<file path="src/rtl/fetch_unit_if.sv">
// Fetch-stage bus bundle: instruction-memory request/response channel and
// the valid/ready channel towards decode. master = fetch unit side.
interface fetch_unit_if #(
  parameter int ADDR_W = 32,
  parameter int INST_W = 32
);
  logic              imem_req_valid;
  logic              imem_req_ready;
  logic [ADDR_W-1:0] imem_req_addr;
  logic              imem_resp_valid;
  logic [INST_W-1:0] imem_resp_data;
  logic              dec_valid;
  logic [INST_W-1:0] dec_inst;
  logic [ADDR_W-1:0] dec_pc;
  logic              dec_ready;

  modport master (
    output imem_req_valid, imem_req_addr, dec_valid, dec_inst, dec_pc,
    input  imem_req_ready, imem_resp_valid, imem_resp_data, dec_ready
  );

  modport slave (
    input  imem_req_valid, imem_req_addr, dec_valid, dec_inst, dec_pc,
    output imem_req_ready, imem_resp_valid, imem_resp_data, dec_ready
  );
endinterface

</file>
<file path="src/rtl/fetch_unit.sv">
// Instruction fetch stage: issues in-order imem requests at the current PC,
// tags them with their PC, buffers returned words in a DEPTH-entry queue for
// decode, and handles execute-stage redirects by draining stale responses.
module fetch_unit #(
  parameter int DEPTH  = 2,
  parameter int ADDR_W = 32,
  parameter int INST_W = 32
) (
  input  logic              clk,
  input  logic              rst,
  input  logic [ADDR_W-1:0] pc,
  output logic [1:0]        pc_cmd,
  output logic [ADDR_W-1:0] pc_load_addr,
  input  logic              flush,
  input  logic [ADDR_W-1:0] flush_target,
  fetch_unit_if.master      bus
);
  localparam int CW = $clog2(DEPTH + 1);
  localparam int PW = (DEPTH > 1) ? $clog2(DEPTH) : 1;

  typedef enum logic {RUN, DRAIN} state_e;
  typedef enum logic [1:0] {
    PC_HOLD = 2'd0, PC_INC = 2'd1, PC_INC_OFFSET = 2'd2, PC_LOAD = 2'd3
  } pc_cmd_e;

  state_e            state, state_nx;
  logic [CW-1:0]     q_count, outstanding, discard, discard_nx;
  logic [PW-1:0]     q_head, q_tail, t_head, t_tail;
  logic [INST_W-1:0] q_inst [DEPTH];
  logic [ADDR_W-1:0] q_pc   [DEPTH];
  logic [ADDR_W-1:0] tag_mem[DEPTH];
  logic [CW:0]       occupancy;
  logic              resp, issue, accept, push, pop, redirect;
  pc_cmd_e           cmd;

  function automatic logic [PW-1:0] ptr_inc(input logic [PW-1:0] p);
    return (p == PW'(DEPTH - 1)) ? '0 : p + PW'(1);
  endfunction

  // Handshake terms; reset gating keeps the request and redirect outputs quiet while rst is low
  assign redirect  = rst && flush;
  assign resp      = bus.imem_resp_valid && (outstanding != '0);
  assign occupancy = {1'b0, q_count} + {1'b0, outstanding};
  assign issue     = rst && (state == RUN) && !flush && (occupancy < (CW + 1)'(DEPTH));
  assign accept    = issue && bus.imem_req_ready;
  assign push      = resp && (state == RUN) && !flush;
  assign pop       = bus.dec_valid && bus.dec_ready && !flush;

  assign bus.imem_req_valid = issue;
  assign bus.imem_req_addr  = pc;
  assign bus.dec_valid      = (q_count != '0);
  assign bus.dec_inst       = q_inst[q_head];
  assign bus.dec_pc         = q_pc[q_head];
  assign pc_cmd             = cmd;
  assign pc_load_addr       = redirect ? flush_target : '0;

  // PC command: redirect beats an accepted request, otherwise hold
  always_comb begin
    cmd = PC_HOLD;
    if (redirect)    cmd = PC_LOAD;
    else if (accept) cmd = PC_INC;
  end

  // Next state and discard count; a response in the flush cycle is already consumed
  always_comb begin
    state_nx   = state;
    discard_nx = discard;
    if (flush) begin
      discard_nx = outstanding - CW'(resp);
      state_nx   = (discard_nx != '0) ? DRAIN : RUN;
    end else if (state == DRAIN && resp) begin
      discard_nx = discard - CW'(1);
      if (discard_nx == '0) state_nx = RUN;
    end
  end

  // State and discard registers
  always_ff @(posedge clk or negedge rst) begin
    if (!rst) begin
      state   <= RUN;
      discard <= '0;
    end else begin
      state   <= state_nx;
      discard <= discard_nx;
    end
  end

  // Outstanding request count; no request is accepted in a flush cycle
  always_ff @(posedge clk or negedge rst) begin
    if (!rst) outstanding <= '0;
    else      outstanding <= outstanding + CW'(accept) - CW'(resp);
  end

  // Tag FIFO pointers; in DRAIN the FIFO is empty so responses leave it untouched
  always_ff @(posedge clk or negedge rst) begin
    if (!rst) begin
      t_head <= '0;
      t_tail <= '0;
    end else if (flush) begin
      t_head <= '0;
      t_tail <= '0;
    end else begin
      if (accept) t_tail <= ptr_inc(t_tail);
      if (push)   t_head <= ptr_inc(t_head);
    end
  end

  // Tag FIFO storage
  always_ff @(posedge clk) begin
    if (accept) tag_mem[t_tail] <= pc;
  end

  // Decode queue pointers and count
  always_ff @(posedge clk or negedge rst) begin
    if (!rst) begin
      q_head  <= '0;
      q_tail  <= '0;
      q_count <= '0;
    end else if (flush) begin
      q_head  <= '0;
      q_tail  <= '0;
      q_count <= '0;
    end else begin
      if (push) q_tail <= ptr_inc(q_tail);
      if (pop)  q_head <= ptr_inc(q_head);
      q_count <= q_count + CW'(push) - CW'(pop);
    end
  end

  // Decode queue storage: word plus the PC it was fetched from
  always_ff @(posedge clk) begin
    if (push) begin
      q_inst[q_tail] <= bus.imem_resp_data;
      q_pc[q_tail]   <= tag_mem[t_head];
    end
  end

  // A response with nothing in flight is a memory protocol error
  resp_without_request: assert property (
    @(posedge clk) disable iff (!rst) bus.imem_resp_valid |-> (outstanding != '0)
  );
endmodule

</file>
<file path="src/flat_wrapper.sv">
// flat-port wrapper written by rule: the top's interface ports become plain ports
module fetch_unit_flat 
#(
  parameter int DEPTH  = 2,
  parameter int ADDR_W = 32,
  parameter int INST_W = 32
)
  (clk, rst, pc, pc_cmd, pc_load_addr, flush, flush_target, bus_imem_req_valid, bus_imem_req_addr, bus_dec_valid, bus_dec_inst, bus_dec_pc, bus_imem_req_ready, bus_imem_resp_valid, bus_imem_resp_data, bus_dec_ready);
  fetch_unit_if #(.ADDR_W(ADDR_W), .INST_W(INST_W)) bus_i ();
  input  logic clk;
  input  logic rst;
  input  logic [ADDR_W-1:0] pc;
  output logic [1:0] pc_cmd;
  output logic [ADDR_W-1:0] pc_load_addr;
  input  logic flush;
  input  logic [ADDR_W-1:0] flush_target;
  output wire logic [$bits(bus_i.imem_req_valid)-1:0] bus_imem_req_valid;
  output wire logic [$bits(bus_i.imem_req_addr)-1:0] bus_imem_req_addr;
  output wire logic [$bits(bus_i.dec_valid)-1:0] bus_dec_valid;
  output wire logic [$bits(bus_i.dec_inst)-1:0] bus_dec_inst;
  output wire logic [$bits(bus_i.dec_pc)-1:0] bus_dec_pc;
  input wire logic [$bits(bus_i.imem_req_ready)-1:0] bus_imem_req_ready;
  input wire logic [$bits(bus_i.imem_resp_valid)-1:0] bus_imem_resp_valid;
  input wire logic [$bits(bus_i.imem_resp_data)-1:0] bus_imem_resp_data;
  input wire logic [$bits(bus_i.dec_ready)-1:0] bus_dec_ready;
  assign bus_imem_req_valid = bus_i.imem_req_valid;
  assign bus_imem_req_addr = bus_i.imem_req_addr;
  assign bus_dec_valid = bus_i.dec_valid;
  assign bus_dec_inst = bus_i.dec_inst;
  assign bus_dec_pc = bus_i.dec_pc;
  assign bus_i.imem_req_ready = bus_imem_req_ready;
  assign bus_i.imem_resp_valid = bus_imem_resp_valid;
  assign bus_i.imem_resp_data = bus_imem_resp_data;
  assign bus_i.dec_ready = bus_dec_ready;
  fetch_unit #(.DEPTH(DEPTH), .ADDR_W(ADDR_W), .INST_W(INST_W)) u_core (.clk(clk), .rst(rst), .pc(pc), .pc_cmd(pc_cmd), .pc_load_addr(pc_load_addr), .flush(flush), .flush_target(flush_target), .bus(bus_i));
endmodule
</file>
<file path="config.mk">
export PLATFORM = sky130hd
export DESIGN_NAME = fetch_unit_flat
export DESIGN_NICKNAME = d
export VERILOG_FILES = /design/src/rtl/fetch_unit_if.sv /design/src/rtl/fetch_unit.sv /design/src/flat_wrapper.sv
export SDC_FILE = /design/constraint.sdc
export NUM_CORES = 1
export LEC_CHECK = 0
export BUFFER_PORTS_ARGS = -buffer_cell sky130_fd_sc_hd__buf_2
export CAP_MARGIN = 20
export CORE_ASPECT_RATIO = 1.5
export CORE_MARGIN = 5
export CORE_UTILIZATION = 45
export CTS_CLUSTER_SIZE = 30
export DETAILED_ROUTE_END_ITERATION = 16
export GPL_ROUTABILITY_DRIVEN = 0
export GPL_TIMING_DRIVEN = 0
export PLACE_DENSITY = 0.8
export SYNTH_ARGS = -nofsm -noshare
export SYNTH_HDL_FRONTEND = slang
export SYNTH_SLANG_ARGS = --single-unit
</file>
<file path="constraint.sdc">
create_clock -name clk -period 5.6 [get_ports clk]
set_clock_uncertainty 0.15 [all_clocks]
set_input_delay 0.84 -clock clk [delete_from_list [all_inputs] [get_ports clk]]
set_output_delay 0.84 -clock clk [all_outputs]
set_load 0.05 [all_outputs]
</file>
# After elaboration in Yosys (flattened, before gate mapping)
# Memory sizes are Yosys's and may differ from the RTL's.
# Index checks and enable logic that the tools add are counted.
[word_totals]
ram_bits = 192
memories = 3
inputBits = 102
out_inout_bits = 132
ff_bits = 11
elab_cells = 72
[memory_table]
columns = ["memory", "words", "width", "read_ports", "rd_clocked_by_memory_dff", "wr", "line_no", "source"]
rows = [
  ["u_core.q_inst", 2, 32, 1, 0, 1, "fetch_unit.sv:29", "logic [INST_W-1:0] q_inst [DEPTH];"],
  ["u_core.q_pc", 2, 32, 1, 0, 1, "fetch_unit.sv:30", "logic [ADDR_W-1:0] q_pc [DEPTH];"],
  ["u_core.tag_mem", 2, 32, 1, 0, 1, "fetch_unit.sv:31", "logic [ADDR_W-1:0] tag_mem[DEPTH];"],
]
[classes]
n_lt_le_gt_ge = 1
n_reduce_logical = 22
n_bitwise = 1
add_sub_neg = 11
muxes = 26
[ops]
columns = ["cell", "count"]
rows = [
  ["$mux W32", 1],
  ["$mux W1", 21],
  ["$reduce_bool A2 Y1", 8],
  ["$logic_and A1 B1 Y1", 11],
  ["$mux W2", 4],
  ["$sub A2 B1 Y2", 3],
  ["$add A1 B1 Y1 const B", 4],
  ["$add A2 B1 Y2", 2],
  ["$add A2 B2 Y3", 1],
  ["$lt A3 B2 Y1 const B", 1],
  ["$logic_not A2 Y1", 1],
  ["$reduce_and A2 Y1", 1],
  ["$sub A2 B1 Y2 const B", 1],
  ["$logic_not A1 Y1", 1],
  ["$not A1 Y1", 1],
]

# Logic depth before layout (Yosys ltp)
# Gate-level depths: netlist of run 1.
[depth]
ltp_word = 7
depth_mapped = 8
depth_no_buf = 7

# Least setup slack after synthesis of run 1
# Ideal clock, no wire load.
[synth_path]
path_type = "input -> register"
from = "input flush"
to = "memory u_core.q_inst[0][0], enable pin"
path_slack_ns = 0.312
path_stages = 2
path_buffers = 1
required_ns = 4.927
setup_time_ns = 0.523
arrival_time_ns = 4.615
path_cell_list = "buf_2 -> nor4_2"
[synth_via]
elab_chain_len = 4
[synth_lines]
columns = ["item", "line_no", "source"]
rows = [
  ["start, declared", "flat_wrapper.sv:15", "input logic flush;"],
  ["$logic_not A1 Y1", "fetch_unit.sv:46", "assign push = resp && (state == RUN) && !flush;"],
  ["$logic_and A1 B1 Y1", "fetch_unit.sv:46", ""],
  ["$mux W1", "fetch_unit.sv:132", "if (push) begin"],
  ["$mux W1 (implied by the code)", "fetch_unit.sv:133", "q_inst[q_tail] <= bus.imem_resp_data;"],
  ["end, declared", "fetch_unit.sv:29", ""],
]
# No other way between the ends.

# Worst setup path in the final report of run 1
[layout_path]
from = "register u_core.outstanding[0]"
to = "output pc_cmd[0]"
[layout_via]
elab_chain_len = 6
[layout_lines]
columns = ["item", "line_no", "source"]
rows = [
  ["start, declared", "fetch_unit.sv:27", "logic [CW-1:0] q_count, outstanding, discard, discard_nx;"],
  ["start signal, assigned", "fetch_unit.sv:91", "else outstanding <= outstanding + CW'(accept) - CW'(resp);"],
  ["$add A2 B2 Y3", "fetch_unit.sv:43", "assign occupancy = {1'b0, q_count} + {1'b0, outstanding};"],
  ["$lt A3 B2 Y1", "fetch_unit.sv:44", "assign issue = rst && (state == RUN) && !flush && (occupancy < (CW + 1)'(DEPTH));"],
  ["$logic_and A1 B1 Y1", "fetch_unit.sv:44", ""],
  ["$logic_and A1 B1 Y1", "fetch_unit.sv:45", "assign accept = issue && bus.imem_req_ready;"],
  ["$mux W1", "fetch_unit.sv:61", "else if (accept) cmd = PC_INC;"],
  ["$mux W2", "fetch_unit.sv:60", "if (redirect) cmd = PC_LOAD;"],
  ["end, declared", "flat_wrapper.sv:13", "output logic [1:0] pc_cmd;"],
]
# No other way between the ends.

==> results.ini, run 1 <==
[outcome]
status = completed

[setup_path]
endpoint_kind = output port
arrival_ns = 2.41
r2r_cells = 6
required_ns = 4.61
path_cells = inv_1 -> nor2_1 -> fa_1 -> nor3_2 -> nand3_2 -> nand2b_1 -> buf_2
reg2reg_from = u_core.outstanding[0]
start_kind = flip-flop
slowest_stage = fa_1
crit_type = reg2out
rr_endpoint = u_core.tag_mem[1][9]
path_max_fanout = 4
max_stage_delay_ns = 0.46
r2r_setup_slack_ns = 2.74

[timing]
fmax_mhz = 294
hold_violations = 0
slew_headroom_pct = 37.9
rsz0062_at_grt = no
finalMaxSlewViolations = 0
finalSetupViolCount = 0
fin_crit_sh_pct = 60.8
tns_ns = 0
worst_pin_slew_ns = 0.932
fin_crit_ns = 3.40

[placement]
placed_cells = 895
placed_cell_area_um2 = 9630
portBuffers = 232
hpwl_um = 12800

[route]
drt_first_pass_iters = 4
drc = 0
wl_per_cell_um = 19.1
vias_per_cell = 4.94
ant_nets = 0
drt_iter0_drc = 283
via_count = 4592
routed_wl_um = 17700

[floorplanning]
die_area_um2 = 20800
initial_core_util_pct = 45.5
placementRows = 60
io_pins = 234
chipWidth_um = 119
die_h_um = 174
core_um2 = 17800

[clock_network]
cts_root_buf = clkbuf_16
cts.path.max_buffers = 3
clock-sinks = 203
cts-htree-levels = 1
ctsResizeCount = 0
clk_latency_ns = 0.48
numCtsBuffers = 20
post_cts_buffers = 0
cts_tree = done
hold_buffers = 0
clk_pin_slew_ns = 0.06

[synthesis]
synth-main-ff-cell = edfxtp_1
synth_area_leader_cell = edfxtp_1
netlist_instances = 440
synth-edff-count = 192
synth_area_leaders = edfxtp_1 (71%), mux2_2 (13%), dfrtp_1 (3.4%)
avgSynthCellArea_um2 = 18.4
synth_seq_area_share_pct = 74.6
synth_nets = 548
synth_top_area_share_pct = 71.2
ys_warn_count = 0
synthesis.area_um2 = 8090
ys_ff_latch = 203
synthArstFlopShare_pct = 5.42
synth.distinct_cells = 32

[power_and_ir_drop]
powerDensity_nw_per_um2 = 427
ir_worst_vdd_v = 0.000260
p_total_mw = 4.37
p_leak_nw = 4.15

[global_route]
track_usage_pct = 16.7
antenna_found_initial = 0
grt_pass1_vias = 5029
grt_overflow = 0
grt_pass1_wl_um = 27500
grt_max_degree = 65

[run]
maxCapViolations = 0

[finish]
drive_gt1_share_pct = 58.4
layout_common_cells = buf_2 (239), edfxtp_1 (192), mux2_2 (96), buf_4 (34), and3_1 (32)
layout_commonest_cell = buf_2
design_area_um2 = 10200
nets = 808
antenna_cells = 0
area_growth_pct = 26.6
final_cell_count_no_fill = 929

[min_path]
hold_path_class = in2async

==> metrics by stage <==
step           worst slack [ns]  hold WS [ns]  util, %
5_1_grt                    2.06         0.126     57.6
6_report                   2.20         0.125     57.6
3_5_place_dp               2.57         0.398     54.1
4_1_cts                    2.15         0.109     57.6
3_3_place_gp              -1.60         0.327     53.5
2_1_floorplan             0.312         0.311        -
==> logic make-up (layout without fill, tap and decap cells) <==
group | count (synthesis) | in the layout | synth area share, %
compound gates | 10 | 10 | 0.727
xor+xnor | 7 | 7 | 0.758
fa+ha+maj | 6 | 6 | 1.02
buf+inv | 60 | 332 | 4.93
flops | 203 | 203 | 74.6
mux | 99 | 99 | 13.7
simple gates | 55 | 55 | 4.19
==> cell type report <==
type | instances | area, µm²
buffer | 52 | 369
clock buffer | 23 | 533
clock inverter | 11 | 86.3
fill | 1348 | 7540
inverter | 8 | 30.0
multi-input combinational | 177 | 1670
sequential | 203 | 6040
tap | 217 | 272
timing repair buffer | 238 | 1240
==> critical path, delay by kind of cell, from the launching register on <==
family | cells | cell delay (ns)
buffers and inverters | 2 | 0.36
DFF | 1 | 0.39
adders and majority gates | 1 | 0.46
and+or+nand+nor | 4 | 0.72
==> Yosys cell counts, drive strengths merged (5+ instances only) <==
library cell / count
edfxtp: 192
mux2: 96
buf: 46
and3: 33
dfrtp: 11
inv: 8
o21ai: 7
clkbuf: 6
nor2: 6
ha: 5
xor2: 5
==> registers in the layout (all words and copies together) (netlist names) <==
| register | cells |
|---|---|
| u_core.discard | 2 |
| u_core.q_inst | 64 |
| u_core.state | 1 |
| u_core.tag_mem | 64 |
| u_core.q_tail | 1 |
| u_core.t_head | 1 |
| u_core.t_tail | 1 |
| u_core.outstanding | 2 |
| u_core.q_pc | 64 |
| u_core.q_count | 2 |
| u_core.q_head | 1 |
==> power breakdown <==
part | switching (mW) | internal (mW) | leakage (nW) | total (mW)
clock network | 0.530 | 0.730 | 0.301 | 1.26
logic | 0.840 | 0.399 | 1.97 | 1.24
registers | 0.0538 | 1.82 | 1.88 | 1.87
==> routing by layer <==
metal,wire [µm],GRT usage [%]
met5,0,0
met4,356,4.92
met2,9490,30.6
met1,7000,20.3
met3,856,2.44
==> worst max path at each step <==
stage,start,to,slack (ns)
detailed placement,rst,pc_load_addr[21],2.57
floorplan,flush,u_core.q_inst[0][0],0.31
global route,u_core.outstanding[0],pc_cmd[0],2.06
global placement,flush,u_core.q_tail,-1.60
CTS,u_core.outstanding[0],pc_cmd[0],2.15
finish,u_core.outstanding[0],pc_cmd[0],2.20
Power figures use the tool's default switching activity.
==> run 2: changes to the inputs <==
==> constraint.sdc (replaced) <==
create_clock -name clk -period 3.3 [get_ports clk]
set_clock_uncertainty 0.15 [all_clocks]
set_input_delay 0.495 -clock clk [delete_from_list [all_inputs] [get_ports clk]]
set_output_delay 0.495 -clock clk [all_outputs]
set_load 0.05 [all_outputs]
==> results.ini, run 2 (synthesized netlist as in run 1, its figures left out) <==
[route]
drc = 0  ; unchanged
wl_per_cell_um = 19.3  ; +1.5%
drt_iter0_drc = 234  ; -17%
routed_wl_um = 18000  ; +1.5%
drt_first_pass_iters = 4  ; unchanged
vias_per_cell = 4.99  ; +0.96%
via_count = 4636  ; +0.96%
ant_nets = 0  ; unchanged

[global_route]
track_usage_pct = 16.9  ; +0.24 points
grt_overflow = 0  ; unchanged
grt_use_met2_pct = 32.5  ; +1.9 points
grt_busiest_layer = met2
grt_pass1_vias = 5204  ; +3.5%
grt_use_met3_pct = 3.03  ; +0.59 points
use_met1_pct = 18.6  ; -1.7 points
grt_pass1_wl_um = 27700  ; +1.1%
grt_max_degree = 65  ; unchanged
antenna_found_initial = 0  ; unchanged

[setup_path]
path_max_fanout = 4  ; unchanged
endpoint_kind = output port
required_ns = 2.65  ; -1.96 ns
r2r_cells = 6  ; unchanged
arrival_ns = 2.39  ; -0.02 ns
crit_type = reg2out
start_kind = flip-flop

[floorplanning]
initial_core_util_pct = 45.5  ; unchanged
placementRows = 60  ; unchanged
chipWidth_um = 119  ; unchanged
die_h_um = 174  ; unchanged
core_um2 = 17800  ; unchanged
io_pins = 234  ; unchanged
die_area_um2 = 20800  ; unchanged

[timing]
hold_violations = 0  ; unchanged
finalMaxSlewViolations = 0  ; unchanged
fin_ws_ns = 0.263  ; -1.93 ns
fin_crit_sh_pct = 92.0
fmax_mhz = 329
slew_headroom_pct = 37.9  ; about the same
finalSetupViolCount = 0  ; unchanged
worst_pin_slew_ns = 0.932  ; -0.000170 ns
tns_ns = 0  ; unchanged
rsz0062_at_grt = no
fin_crit_ns = 3.04

[finish]
area_growth_pct = 26.4
design_area_um2 = 10200  ; -0.17%
antenna_cells = 0  ; unchanged
largestRegisters = u_core.q_inst: 64 flops, u_core.q_pc: 64 flops, u_core.tag_mem: 64 flops
layout_common_cells = buf_2 (238), edfxtp_1 (192), mux2_2 (96), buf_4 (34), and3_1 (32)
num-fill-cells = 1408  ; +4.5%
post-route-util_pct = 57.5  ; -0.099 points
drive_gt1_share_pct = 58.7  ; +0.28 points
nets = 807  ; -0.12%
layout_commonest_cell = buf_2

[clock_network]
clk_pin_slew_ns = 0.06  ; about the same
cts-htree-levels = 1  ; unchanged
clock-sinks = 203  ; unchanged
cts_root_buf = clkbuf_16
cts.path.max_buffers = 3  ; unchanged
post_cts_buffers = 0  ; unchanged
hold_buffers = 1  ; +1
cts_tree = done
clk_latency_ns = 0.49  ; about the same
ctsResizeCount = 0  ; unchanged
numCtsBuffers = 19  ; -5.0%

[power_and_ir_drop]
ir_worst_vdd_v = 0.000400  ; +54%
pwr-share-comb_pct = 28.5  ; about the same
switchingPower_mw = 2.39  ; +68%
clock_power_share_pct = 28.3  ; -0.5 points
p_int_mw = 4.97  ; +69%
p_sw_share_pct = 32.5  ; -0.12 points
power.share.sequential_pct = 43.2  ; +0.4 points
p_leak_nw = 4.15  ; about the same
powerDensity_nw_per_um2 = 719  ; +69%

[placement]
dp_slack_ns = 0.397  ; -2.18 ns
portBuffers = 232  ; unchanged
placed_cell_area_um2 = 9620  ; about the same
hpwl_um = 12900  ; +0.88%

[run]
maxCapViolations = 0  ; unchanged

[outcome]
status = completed

[min_path]
hold_path_class = in2reg
holdPathStages = 1

run 2: cell count changes in the layout (fill, tap and decap cells not counted), moves of 2 or more:
| cell | previous run | this run |
|---|---|---|
| clkbuf_8 | 0 | 3 |
| clkbuf_16 | 21 | 19 |
| clkinv_1 | 5 | 0 |
| clkbuf_1 | 8 | 10 |
| clkinv_2 | 2 | 6 |
run 2: critical path, cell delays in order, from the launching register on:
cell and delay, ns:
dfrtp_1 0.39, inv_1 0.10, nor2_1 0.13, fa_1 0.45, nor3_2 0.28, nand3_2 0.20
nand2b_1 0.12, buf_2 0.26
run 2: final timing paths:
path | start | endpoint | slack, ns
min reg2reg | u_core.tag_mem[0][23] | u_core.q_pc[1][23] | 0.40
min in group asynchronous | rst | u_core.t_head | 0.34
min | bus_imem_resp_data[17] | u_core.q_inst[1][17] | 0.05
max in group asynchronous | rst | u_core.q_head | 2.37
max reg2reg | u_core.outstanding[0] | u_core.tag_mem[1][26] | 0.42
max | u_core.outstanding[0] | pc_cmd[0] | 0.26
run 2: metal layers:
| metal | vias up | wire (µm) |
|---|---|---|
| li1 | 2156 | - |
| met5 | - | 0 |
| met3 | 35 | 985 |
| met1 | 2304 | 6440 |
| met4 | 0 | 459 |
| met2 | 141 | 10100 |
run 2: power groups by stage:
stage	clock [mW]	sequential, mW	combinational [mW]
after floorplan	0	3.21	1.60
after global placement	0	3.23	2.04
after detailed placement	0	3.23	2.12
after CTS	2.15	3.18	2.13
after global routing	2.25	3.19	2.22
final	2.08	3.18	2.10
run 2: cell type report:
class	instances	area, µm²	share of cell area [%]
multi-input cells	177	1670	16.4
well taps	217	272	2.65
plain buffers	52	379	3.71
repair buffers	238	1240	12.1
inverters	8	30.0	0.294
flip-flops and latches	203	6040	59.0
clock inverters	8	68.8	0.673
clock buffers	26	532	5.20
run 2: through the flow:
step | instances | hold slack [ns] | power (mW)
after floorplan | 440 | 0.0494 | 4.81
after global placement | 889 | 0.273 | 5.27
after detailed placement | 894 | 0.281 | 5.35
after CTS | 929 | 0.0265 | 7.45
after global routing | 929 | 0.0296 | 7.67
final | 929 | 0.0491 | 7.36
==> run 3: changes to the inputs <==
--- a/config.mk
+++ b/config.mk
@@ -5,6 +5,7 @@
 export SDC_FILE = /design/constraint.sdc
 export NUM_CORES = 1
 export LEC_CHECK = 0
+export ABC_AREA = 1
 export BUFFER_PORTS_ARGS = -buffer_cell sky130_fd_sc_hd__buf_2
 export CAP_MARGIN = 20
 export CORE_ASPECT_RATIO = 1.5
==> results.ini, run 3 <==
[timing]
slew_headroom_pct = 41.9  ; +4.0 points
holdWs_ns = 0.0580  ; +0.00883 ns
rsz0062_at_grt = no
finalSetupViolCount = 0  ; unchanged
fmax_mhz = 346  ; +5.2%
worst_pin_slew_ns = 0.872  ; -0.0600 ns
fin_crit_ns = 2.89  ; -0.151 ns
fin_crit_sh_pct = 87.5  ; -4.6 points
hold_violations = 0  ; unchanged
finalMaxSlewViolations = 0  ; unchanged

[finish]
drive_gt1_share_pct = 33.9  ; -25 points
largestRegisters = u_core.q_inst: 64 flops, u_core.q_pc: 64 flops, u_core.tag_mem: 64 flops
final_cell_count_no_fill = 1194  ; +29%
nets = 1072  ; +33%
post-route-util_pct = 58.3  ; +0.79 points
layout_commonest_cell = nand2_1
layout_common_cells = nand2_1 (313), buf_2 (252), edfxtp_1 (192), inv_1 (54), nor2_1 (44)
area_growth_pct = 27.4

[power_and_ir_drop]
p_total_mw = 7.52  ; +2.2%
p_leak_nw = 4.84  ; +17%
powerDensity_nw_per_um2 = 719  ; about the same
ir_worst_vdd_v = 0.000397  ; -0.61%

[global_route]
grt_overflow = 0  ; unchanged
antenna_found_initial = 1  ; +1
track_usage_pct = 16.5  ; -0.41 points
grt_pass1_wl_um = 27700  ; about the same
grt_pass1_vias = 5647  ; +8.5%
grt_max_degree = 65  ; unchanged

[floorplanning]
core_um2 = 17900  ; +0.84%
initial_core_util_pct = 45.8  ; +0.27 points
io_pins = 234  ; unchanged
placementRows = 60  ; unchanged
die_area_um2 = 21100  ; +1.4%
die_h_um = 175  ; +0.68%
chipWidth_um = 120  ; +0.67%

[synthesis]
synth.most_common_cell = nand2_1
avgSynthCellArea_um2 = 11.6  ; -37%
synth.distinct_cells = 23  ; -28%
synth_area_leader_cell = edfxtp_1
synth-edff-count = 192  ; unchanged
synth_nets = 814  ; +49%
synthTopCellsByCount = nand2_1 (313), edfxtp_1 (192), inv_1 (55)
synth_area_leaders = edfxtp_1 (70%), nand2_1 (14%), buf_4 (3.4%)
synth_seq_area_share_pct = 73.6  ; -1.1 points
synthArstFlopShare_pct = 5.42  ; unchanged
synthesis.area_um2 = 8210  ; +1.5%
ys_warn_count = 0  ; unchanged
netlist_instances = 706  ; +60%
synth_top_area_share_pct = 70.2  ; -1.0 points
synth-main-ff-cell = edfxtp_1
ys_ff_latch = 203  ; unchanged

[clock_network]
post_cts_buffers = 0  ; unchanged
clock-sinks = 203  ; unchanged
cts_tree = done
clk_pin_slew_ns = 0.06  ; about the same
cts-htree-levels = 1  ; unchanged
cts_root_buf = clkbuf_16
cts.path.max_buffers = 3  ; unchanged
numCtsBuffers = 19  ; unchanged
clk_latency_ns = 0.47  ; -0.02 ns

[placement]
portBuffers = 232  ; unchanged
hpwl_um = 12900  ; -0.30%
placed_cells = 1159  ; +30%

[setup_path]
arrival_ns = 2.24  ; -0.15 ns
crit_family = simple AND/OR/NAND/NOR gates
max_stage_delay_ns = 0.48  ; +0.03 ns
endpoint_kind = output port
path_cells = nand2_1 -> inv_1 -> fa_1 -> nor2_1 -> nand4_1 -> nand2_1 -> buf_2
required_ns = 2.65  ; about the same
slowest_stage = fa_1
path_max_fanout = 4  ; unchanged
path_buf_inv = 2  ; unchanged
crit_type = reg2out
cp_common_cell = nand2_1
r2r_setup_slack_ns = 0.59  ; +0.17 ns
start_kind = flip-flop

[run]
maxCapViolations = 0  ; unchanged

[min_path]
hold_path_class = in2reg

[route]
drt_iter0_drc = 214  ; -8.5%
wl_per_cell_um = 15.0  ; -22%
ant_nets = 0  ; unchanged
drc = 0  ; unchanged
via_count = 5538  ; +19%
drt_first_pass_iters = 4  ; unchanged
routed_wl_um = 17900  ; -0.15%
vias_per_cell = 4.64  ; -7.1%

[outcome]
status = completed

==> run 3: final timing paths <==
path / end / start / cells past startpoint
worst max-delay path: pc_cmd[0] / u_core.outstanding[0] / 7
worst min-delay path: u_core.q_inst[0][28] / bus_imem_resp_data[28] / 1
worst max register to register: u_core.tag_mem[0][19] / u_core.outstanding[0] / 9
worst min register to register: u_core.t_tail / u_core.t_tail / 2
max in group asynchronous: u_core.q_count[0] / rst / 2
min in group asynchronous: u_core.outstanding[0] / rst / 2
==> run 3: where the power goes <==
| part | internal [mW] | switching (mW) | total [mW] |
|---|---|---|---|
| combinational | 0.472 | 1.54 | 2.01 |
| clock | 1.50 | 0.885 | 2.38 |
| sequential | 3.06 | 0.0654 | 3.13 |
| total | 5.03 | 2.49 | 7.52 |
==> run 3: timing repair <==
action                                  in CTS  in global routing
resized for setup                            0                  0
hold buffers                                 1                  0
hold endpoints to repair                    11                  0
endpoints found under the setup margin       0                  0
==> run 3: stage by stage <==
| step | cell area (µm²) | setup WS [ns] | setup TNS, ns |
|---|---|---|---|
| floorplan | 8210 | 0.134 | 0 |
| finish | 10500 | 0.414 | 0 |
| detailed placement | 9760 | 0.589 | 0 |
| global placement | 9650 | -0.886 | -95.66 |
| global route | 10500 | 0.256 | 0 |
| CTS | 10500 | 0.408 | 0 |
==> run 3: cells by family after synthesis <==
logic type,Yosys count,synth area share (%)
fa+ha+maj,6,1.01
flops,203,73.6
compound gates,4,0.244
simple gates,377,17.7
xor+xnor,1,0.107
buf+inv,115,7.38
==> run 3: final cells by class <==
type / instances / area (µm²)
multi-input cells: 388 / 1580
flip-flops and latches: 203 / 6040
clock buffers: 23 / 510
well taps: 217 / 272
inverters: 56 / 215
clock inverters: 10 / 180
diodes: 1 / 2.50
repair buffers: 237 / 1270
fillers: 1452 / 7480
plain buffers: 59 / 393
==> run 3: layer usage <==
layer,up-vias,track usage (%),wire (µm)
met2,151,31.2,9560
met1,2588,18.7,6890
li1,2766,-,-
met5,-,0,0
met3,33,2.67,974
met4,0,5.86,509
